==> config.mk <==
export PLATFORM = sky130hd
export DESIGN_NAME = tmu2_deserialize
export DESIGN_NICKNAME = d
export VERILOG_FILES = /design/src/rtl/tmu2_deserialize.sv
export SDC_FILE = /design/constraint.sdc
export NUM_CORES = 1
export LEC_CHECK = 0
export CAP_MARGIN = 20
export CORE_UTILIZATION = 40
export CTS_BUF_LIST = sky130_fd_sc_hd__clkbuf_8
export DETAILED_ROUTE_END_ITERATION = 10
export GPL_TIMING_DRIVEN = 0
export HOLD_SLACK_MARGIN = 0.02
export PLACE_DENSITY_LB_ADDON = 0.3
export SYNTH_ARGS = -nofsm -noshare
export SYNTH_HDL_FRONTEND = slang
export SYNTH_SLANG_ARGS = --single-unit
==> constraint.sdc <==
create_clock -name sys_clk -period 2.3 [get_ports sys_clk]
set_clock_uncertainty 0.15 [all_clocks]
set_input_delay 0.23 -clock sys_clk [delete_from_list [all_inputs] [get_ports sys_clk]]
set_output_delay 0.23 -clock sys_clk [all_outputs]
set_load 0.05 [all_outputs]
==> src/rtl/tmu2_deserialize.sv <==
// tmu2_deserialize: gathers serial (adr, idx, last) beats into one four-wide
// texel address bundle for the downstream TMU2 stage. While a bundle waits
// for acceptance, no input is taken, so a finished group is never overwritten.
module tmu2_deserialize #(
    parameter int fml_depth = 26
) (
    input  logic                 sys_clk,
    input  logic                 sys_rst_n,
    output logic                 busy,
    input  logic                 pipe_stb_i,
    output logic                 pipe_ack_o,
    input  logic [fml_depth-6:0] adr,
    input  logic [1:0]           idx,
    input  logic                 last,
    output logic                 pipe_stb_o,
    input  logic                 pipe_ack_i,
    output logic [fml_depth-6:0] tadra,
    output logic [fml_depth-6:0] tadrb,
    output logic [fml_depth-6:0] tadrc,
    output logic [fml_depth-6:0] tadrd,
    output logic                 miss_a,
    output logic                 miss_b,
    output logic                 miss_c,
    output logic                 miss_d,
    output logic [15:0]          groups
);

    localparam int AW = fml_depth - 5;

    localparam logic [0:0] COLLECT = 1'b0;
    localparam logic [0:0] OUTPUT  = 1'b1;

    logic [0:0]          state_q, state_d;
    logic [3:0][AW-1:0]  slot_q, slot_d;
    logic [3:0]          mask_q, mask_d;
    logic [15:0]         groups_q, groups_d;

    // Next-state: fill slots while collecting, clear everything once the bundle is taken.
    always_comb begin
        state_d  = state_q;
        slot_d   = slot_q;
        mask_d   = mask_q;
        groups_d = groups_q;
        case (state_q)
            COLLECT: begin
                if (pipe_stb_i) begin
                    slot_d[idx] = adr;
                    mask_d[idx] = 1'b1;
                    if (last) begin
                        state_d = OUTPUT;
                    end
                end
            end
            default: begin
                if (pipe_ack_i) begin
                    slot_d   = '0;
                    mask_d   = '0;
                    groups_d = groups_q + 16'd1;
                    state_d  = COLLECT;
                end
            end
        endcase
    end

    // State registers; reset drops any partial or pending bundle.
    always_ff @(posedge sys_clk) begin
        if (!sys_rst_n) begin
            state_q  <= COLLECT;
            slot_q   <= '0;
            mask_q   <= '0;
            groups_q <= '0;
        end else begin
            state_q  <= state_d;
            slot_q   <= slot_d;
            mask_q   <= mask_d;
            groups_q <= groups_d;
        end
    end

    // Handshakes and status depend only on registered state, never on inputs.
    always_comb begin
        pipe_ack_o = (state_q == COLLECT);
        pipe_stb_o = (state_q == OUTPUT);
        busy       = (state_q == OUTPUT) || (mask_q != 4'd0);
    end

    assign tadra  = slot_q[0];
    assign tadrb  = slot_q[1];
    assign tadrc  = slot_q[2];
    assign tadrd  = slot_q[3];
    assign miss_a = mask_q[0];
    assign miss_b = mask_q[1];
    assign miss_c = mask_q[2];
    assign miss_d = mask_q[3];
    assign groups = groups_q;

endmodule
==> reports/metrics.sh, run 1 <==
OUTCOME='completed'
GRT_START_MAX_NET_PINS=19
LAYOUT.NETS=659
SYNTHDOMINANTAREACELLTYPE='dfxtp_1'
CRITICAL_PATH.CELL_CHAIN='buf_4 -> inv_1 -> nand2_1 -> clkdlybuf4s50_1'
P_LEAK_nW=1.84
SYNTHDOMINANTCELLAREASHARE_PCT=53.3
DOMINANT_CELL_BY_COUNT_IN_THE_SYNTHESIZED_NETLIST='dfxtp_1'
CLK_PIN_SLEW_WORST_PATHS_NS=0.10
CRITICAL_PATH.REG2REG.STARTPOINT='groups[1]$_SDFFE_PN0P_'
DESIGN.DIE.AREA_UM2=10300
FINALMAXSLEWVIOLATIONS=0
CORE_UM2=9420
CLOCK_SINK_COUNT=105
PERIOD_SHARE_PCT=96.4
UNREPAIRED_SETUP_ENDPOINTS_AFTER_GLOBAL_ROUTING='no'
CP_DATA_ARRIVAL_TIME_NS=1.84
POWERDENSITY_nW_PER_UM2=648
FLOORPLAN.INITIALDENSITY_PCT=41.9
DRT_PASS1_ITERATIONS=7
PATH_DELAY_FAMILY='buffers and inverters'
GLOBAL_ROUTE.USAGE.TOTAL_PCT=24.3
TIMING.REG2REG.SETUP_SLACK_NS=0.29
MIN_PATH_CELLS=2
YS_WARN_COUNT=0
FINALWEIGHTEDCONGESTION=0.872
NET_COUNT_SYNTH=514
CLOCK.FMAX_MHz=451
MOST_INSTANTIATED_CELLS_AFTER_SYNTHESIS='dfxtp_1 (105), nand2_1 (97), a21oi_1 (94)'
HPWLAFTERDP_MM=9.14
POWER.COMBINATIONAL.FRACTION_PCT=15.4
YS_DOMINANT_REG_CELL='dfxtp_1'
SW_FRAC_OF_TOTAL_PCT=29.1
SYNTH.YOSYS.SEQ_AREA_SHARE_PCT=53.3
CTS.REPAIR_TIMING.SETUP_BUFFER_COUNT=0
POST-ROUTE-DRC-COUNT=0
FINAL_ANTENNA_NET_COUNT=0
MAX-CLOCK-PATH-BUFFERS=2
SYNTH-SEQ-CELLS=105
ROW_COUNT=35
ROUTE.FINAL.WIRE_LENGTH_MM=12.3
CRIT-REG2REG-CAPTURE='groups[14]$_SDFFE_PN0P_'
NETLIST-CELL-TYPE-COUNT=33
LAYOUT-AREA-OVERHEAD-VS-SYNTH_PCT=43.5
FINALSETUPVIOLCOUNT=0
WORST-R2R-CELL-COUNT=5
FINALSETUPTNS_NS=0
WORST_HOLD_MARGIN_NS=0.322
POSTCTSHOLDBUFS=0
CRITICAL_PATH.MAX_FANOUT=8
MIN_PATH_TYPE='flop to flop'
POWER.CLOCK.FRACTION_PCT=32.8
MAXCAPVIOLATIONS=0
SWITCHING_POWER_OF_THE_NETS_W=0.00107
LARGEST_VDD_SUPPLY_DROP_uV=333
WIRE_LENGTH_OF_THE_FIRST_GLOBAL_ROUTING_PASS_MM=19.0
SYNTHESIS.AREA_UM2=3940
DRT_ITER0_MARKERS=206
SETUP.WORST_PATH.CLASS='flop to output port'
SYNTH-EDFF-COUNT=0
HOLD-PATH-ENDPOINT='tadrc[8]$_SDFFE_PN0P_'
HOLDCRITSTARTPOINT='tadrc[8]$_SDFFE_PN0P_'
PLACED_CELL_COUNT=748
PIN_COUNT=135
SYNTH.TOP_CELLS.BY_AREA='dfxtp_1 (53%), a21oi_1 (12%), nand3_1 (11%)'
DIE_WIDTH_UM=101
LAYOUT_MIN_CYCLE_TIME_NS=2.22
NUMBER_OF_GLOBAL_ROUTE_VIAS_BEFORE_REPAIR=3881
WORSTMARGINPINSLEW_NS=0.571
SYNTH_AREA_PER_CELL_UM2=8.13
DR_TOTAL_VIAS=4102
SETUP.WORST_PATH.END_CLASS='output port'
CTS-RESIZED-GATES=0
DIE_H_UM=101
AVGVIACOUNTPERCELL=5.37
INSERTEDDIODECOUNT=0
FILLER_CELL_COUNT=863
GRT_ANTENNA_BEFORE_REPAIR=0
SEQUENTIALPOWERSHARE_PCT=51.8
POWER_REPORT.INTERNAL_TOTAL_W=0.00260
CLK-INSERTION-DELAY-LATE_NS=0.37
CRIT_PATH_START_KIND='flop'
CPPEAKSTAGEDELAY_NS=0.79
LAYOUTNONFILLERINSTCOUNT=764
CLOCK-ROOT-BUFFER='clkbuf_8'
OVERFLOW=0
HOLD_VIOL=0
CTS-BUFFERS-INSERTED=9
TRITONCTS_CLOCK_TREE='done'
SLEW_HEADROOM_PCT=61.9
ASYNCSETRESETFLOPFRACSYNTH_PCT=0
AVGROUTEDWIREPERCELL_UM=16.1
CP.REQUIRED_NS=1.92
H_TREE_DEPTH=3
BUFFER_PORTS.INSERTED=134
DRIVE_GT1_SHARE_PCT=4.09
CRITICAL-PATH-SLOWEST-CELL='clkdlybuf4s50_1'
NETLIST_INSTANCES=485
WORSTPATHBUFFERINVERTERCOUNT=3
## per-layer routing
layer | GRT usage (%) | vias to the layer above | share of wire [%]
met2 | 41.2 | 173 | 48
met3 | 6.76 | 20 | 7.7
li1 | - | 1956 | -
met4 | 8.14 | 0 | 1.9
met1 | 29.7 | 1953 | 43
met5 | 0 | - | 0
## layout by cell type (no fill, tap or decap), types with 6 or more instances in the layout
cell,count
dfxtp_1,105
a21oi_1,94
nand3_1,88
clkbuf_8,10
clkdlybuf4s50_1,134
nand2_1,97
buf_2,6
nor2_1,13
clkbuf_1,31
## worst register-to-register path, cell delays in order, from the launching register on
cell and delay, ns:
dfxtp_1 0.42, ha_1 0.22, nand4_1 0.18, nor4_1 0.45, or3b_1 0.39, a21oi_1 0.14
## worst max-delay path by stage
stage,to,slack [ns],startpoint,cells past startpoint
2_1_floorplan,groups[14]$_SDFFE_PN0P_,0.13,groups[0]$_SDFFE_PN0P_,5
3_3_place_gp,groups[14]$_SDFFE_PN0P_,0.15,pipe_ack_i,5
3_5_place_dp,groups[14]$_SDFFE_PN0P_,0.11,pipe_ack_i,5
4_1_cts,busy,0.09,pipe_stb_o$_SDFF_PN0_,4
5_1_grt,busy,0.03,mask_q[3]$_SDFFE_PN0P_,3
6_report,busy,0.08,pipe_stb_o$_SDFF_PN0_,4
## final cells by class
class / instances / area (µm²) / share of cell area (%)
Clock buffer: 10 / 138 / 2.43
Timing Repair Buffer: 134 / 1340 / 23.7
Multi-Input combinational cell: 339 / 1680 / 29.6
Clock inverter: 6 / 75.1 / 1.33
Buffer: 38 / 154 / 2.72
Inverter: 3 / 11.3 / 0.199
Tap cell: 129 / 161 / 2.85
Sequential cell: 105 / 2100 / 37.1
## power by group through the flow
stage                     combinational, W  sequential, W  clock, W
after global routing              0.000598        0.00191   0.00130
after global placement            0.000555        0.00194         0
after CTS                         0.000564        0.00190   0.00121
after detailed placement          0.000562        0.00194         0
final                             0.000565        0.00190   0.00120
after floorplan                   0.000156        0.00211         0
## registers in the layout, indices dropped and copies added (netlist names)
register / count
pipe_stb_o: 1
tadrc: 21
tadrb: 21
mask_q: 4
tadra: 21
groups: 16
tadrd: 21
## through the flow
step / utilization, % / setup WS (ns) / area (µm²) / total power (W)
2_1_floorplan: - / 0.128 / 3940 / 0.00227
3_3_place_gp: 57.8 / 0.147 / 5450 / 0.00250
3_5_place_dp: 57.8 / 0.109 / 5450 / 0.00250
4_1_cts: 60.1 / 0.0910 / 5660 / 0.00368
5_1_grt: 60.1 / 0.0324 / 5660 / 0.00380
6_report: 60.1 / 0.0837 / 5660 / 0.00367
## cell families after synthesis
kind of cell	count (synthesis)	synth area share (%)
and+or+nand+nor	228	26.9
buffers and inverters	41	4.19
adders and majority gates	1	0.317
DFF	105	53.3
AOI/OAI and AO/OA	100	13.1
xor gates and xnor gates	10	2.22
Note: power is estimated with default switching activity, not from simulation.
==> run 2, diff against run 1 <==
DONT_BUFFER_PORTS = 1   (was default)
==> run 2 against run 1 <==
  * Critical path depth stayed put
  * Flip-flop and latch count stayed put
  * First-iteration DRC count is 2.4% higher
  * Count of clock-buffer cells in the layout stayed put
  * Largest power group unchanged
  * Utilization is 12 points lower
  * Cell count is 14% lower
  * Sequential share of layout area is 9.1 points higher
  * Maximum frequency is 2.2% higher
  * Total power is 5.5% lower
  * Critical path type is now flop to flop
  * Clock power is 7% lower
  * Largest cell class unchanged
==> reports/metrics.sh, run 2 (same netlist as run 1, synthesis figures left out) <==
OUTCOME='completed'
GLOBAL_ROUTE.USAGE.TOTAL_PCT=24.4
ROW_COUNT=35
CRIT_PATH_START_KIND='flop'
CORE_UM2=9420
WORST_HOLD_MARGIN_NS=0.0346
H_TREE_DEPTH=3
INSERTEDDIODECOUNT=0
DR_TOTAL_VIAS=3661
AVGVIACOUNTPERCELL=5.58
OVERFLOW=0
PLACED_CELL_COUNT=614
FINALMAXSLEWVIOLATIONS=0
LAYOUT.CELL_AREA.NON_FILLER_UM2=4570
P_TOTAL_W=0.00347
DRT_PASS1_ITERATIONS=5
CRITICAL_PATH.MAX_FANOUT=5
CLK-INSERTION-DELAY-LATE_NS=0.37
DRT_ITER0_MARKERS=211
LAYOUT.CELLS.MOST_COMMON_LIST='dfxtp_1 (99), nand2_1 (96), a21oi_1 (94), nand3_1 (88), clkbuf_1 (31)'
CP_DATA_ARRIVAL_TIME_NS=2.32
CTS-BUFFERS-INSERTED=9
POWERDENSITY_nW_PER_UM2=759
WORST-R2R-CELL-COUNT=4
DRIVE_GT1_SHARE_PCT=6.26
LAYOUT.NETS=551
MAXCAPVIOLATIONS=0
LAYOUT.CELLS.MOST_COMMON='dfxtp_1'
DIE_WIDTH_UM=101
ROUTE.FINAL.WIRE_LENGTH_MM=12.3
GRT_ANTENNA_BEFORE_REPAIR=0
AVGROUTEDWIREPERCELL_UM=18.8
PERIOD_SHARE_PCT=94.3
HOLD_VIOL=0
WIRE_LENGTH_OF_THE_FIRST_GLOBAL_ROUTING_PASS_MM=18.8
CLK_PIN_SLEW_WORST_PATHS_NS=0.10
SLEW_HEADROOM_PCT=57.6
GRT_START_MAX_NET_PINS=19
DESIGN.DIE.AREA_UM2=10300
CP.REQUIRED_NS=2.45
POST-ROUTE-DRC-COUNT=0
FINALSETUPVIOLCOUNT=0
CLOCK.FMAX_MHz=461
FINALWEIGHTEDCONGESTION=0.797
MAX-CLOCK-PATH-BUFFERS=2
LAYOUT_MIN_CYCLE_TIME_NS=2.17
CLOCK-ROOT-BUFFER='clkbuf_8'
LARGEST_VDD_SUPPLY_DROP_uV=334
HPWLAFTERDP_MM=8.85
P_LEAK_nW=1.46
FINAL_ANTENNA_NET_COUNT=0
LAYOUTNONFILLERINSTCOUNT=656
CLOCK_SINK_COUNT=105
LAYOUT-AREA-OVERHEAD-VS-SYNTH_PCT=15.8
BUFFER_PORTS.INSERTED=0
NUMBER_OF_GLOBAL_ROUTE_VIAS_BEFORE_REPAIR=3567
PLACEMENT.CELL_AREA_UM2=4110
MIN_PATH_TYPE='input pin to flop'
TRITONCTS_CLOCK_TREE='done'
FLOORPLAN.INITIALDENSITY_PCT=41.9
PIN_COUNT=135
FINALSETUPTNS_NS=0
SETUP.WORST_PATH.CLASS='flop to flop'
MIN_PATH_CELLS=3
SETUP.WORST_PATH.END_CLASS='flop'
WORSTMARGINPINSLEW_NS=0.635
DIE_H_UM=101
run 2: cell count changes in the layout (fill, tap and decap cells not counted), sizes merged:
cell and delta:
dlygate4sd3 +26, clkdlybuf4s50 -134, bufinv -1, clkinvlp +1
inv -1, clkinv +1
run 2: cell type report:
| class | instances | area, µm² |
|---|---|---|
| Fill cell | 959 | 4850 |
| Clock inverter | 6 | 52.6 |
| Inverter | 3 | 11.3 |
| Timing Repair Buffer | 26 | 260 |
| Sequential cell | 105 | 2110 |
| Buffer | 38 | 154 |
| Multi-Input combinational cell | 339 | 1680 |
| Tap cell | 129 | 161 |
| Clock buffer | 10 | 138 |
run 2: final timing paths:
kind	from	endpoint	slack (ns)
hold reg to reg	groups[1]$_SDFFE_PN0P_	groups[1]$_SDFFE_PN0P_	0.47
setup reg to reg	groups[5]$_SDFFE_PN0P_	groups[14]$_SDFFE_PN0P_	0.13
hold / removal	idx[0]	tadrd[20]$_SDFFE_PN0P_	0.03
setup / recovery	groups[5]$_SDFFE_PN0P_	groups[14]$_SDFFE_PN0P_	0.13
run 2: layer usage:
layer | share of wire, % | vias up | routed length, µm | track usage, %
li1 | - | 1741 | - | -
met4 | 2.0 | 0 | 248 | 10.0
met1 | 40 | 1741 | 4910 | 28.9
met3 | 11 | 21 | 1340 | 9.66
met2 | 47 | 158 | 5800 | 39.4
met5 | 0 | - | 0 | 0
run 2: power by group:
part	switching (W)	internal [W]
registers	0.000218	0.00187
logic	0.000185	0.0000884
clock network	0.000670	0.000437
run 2: per-stage QoR:
stage / util, % / setup slack (ns)
floorplan: - / 0.128
global placement: 43.6 / -0.0639
detailed placement: 43.6 / -0.0836
CTS: 48.5 / 0.0444
global route: 48.5 / -0.00209
finish: 48.5 / 0.131
run 2: what timing repair did:
item | 4_1_cts | 5_1_grt
resized for setup | 4 | 3
buffers inserted | 0 | 0
endpoints found under the hold margin | 86 | 0
hold buffers | 26 | 0
setup endpoints to repair | 2 | 2
run 2: critical path, cell delays in order (launching register included):
cell and delay (ns):
dfxtp_1 0.72, nand4_1 0.26, nor4_1 0.43, or3b_1 0.40
a21oi_1 0.14
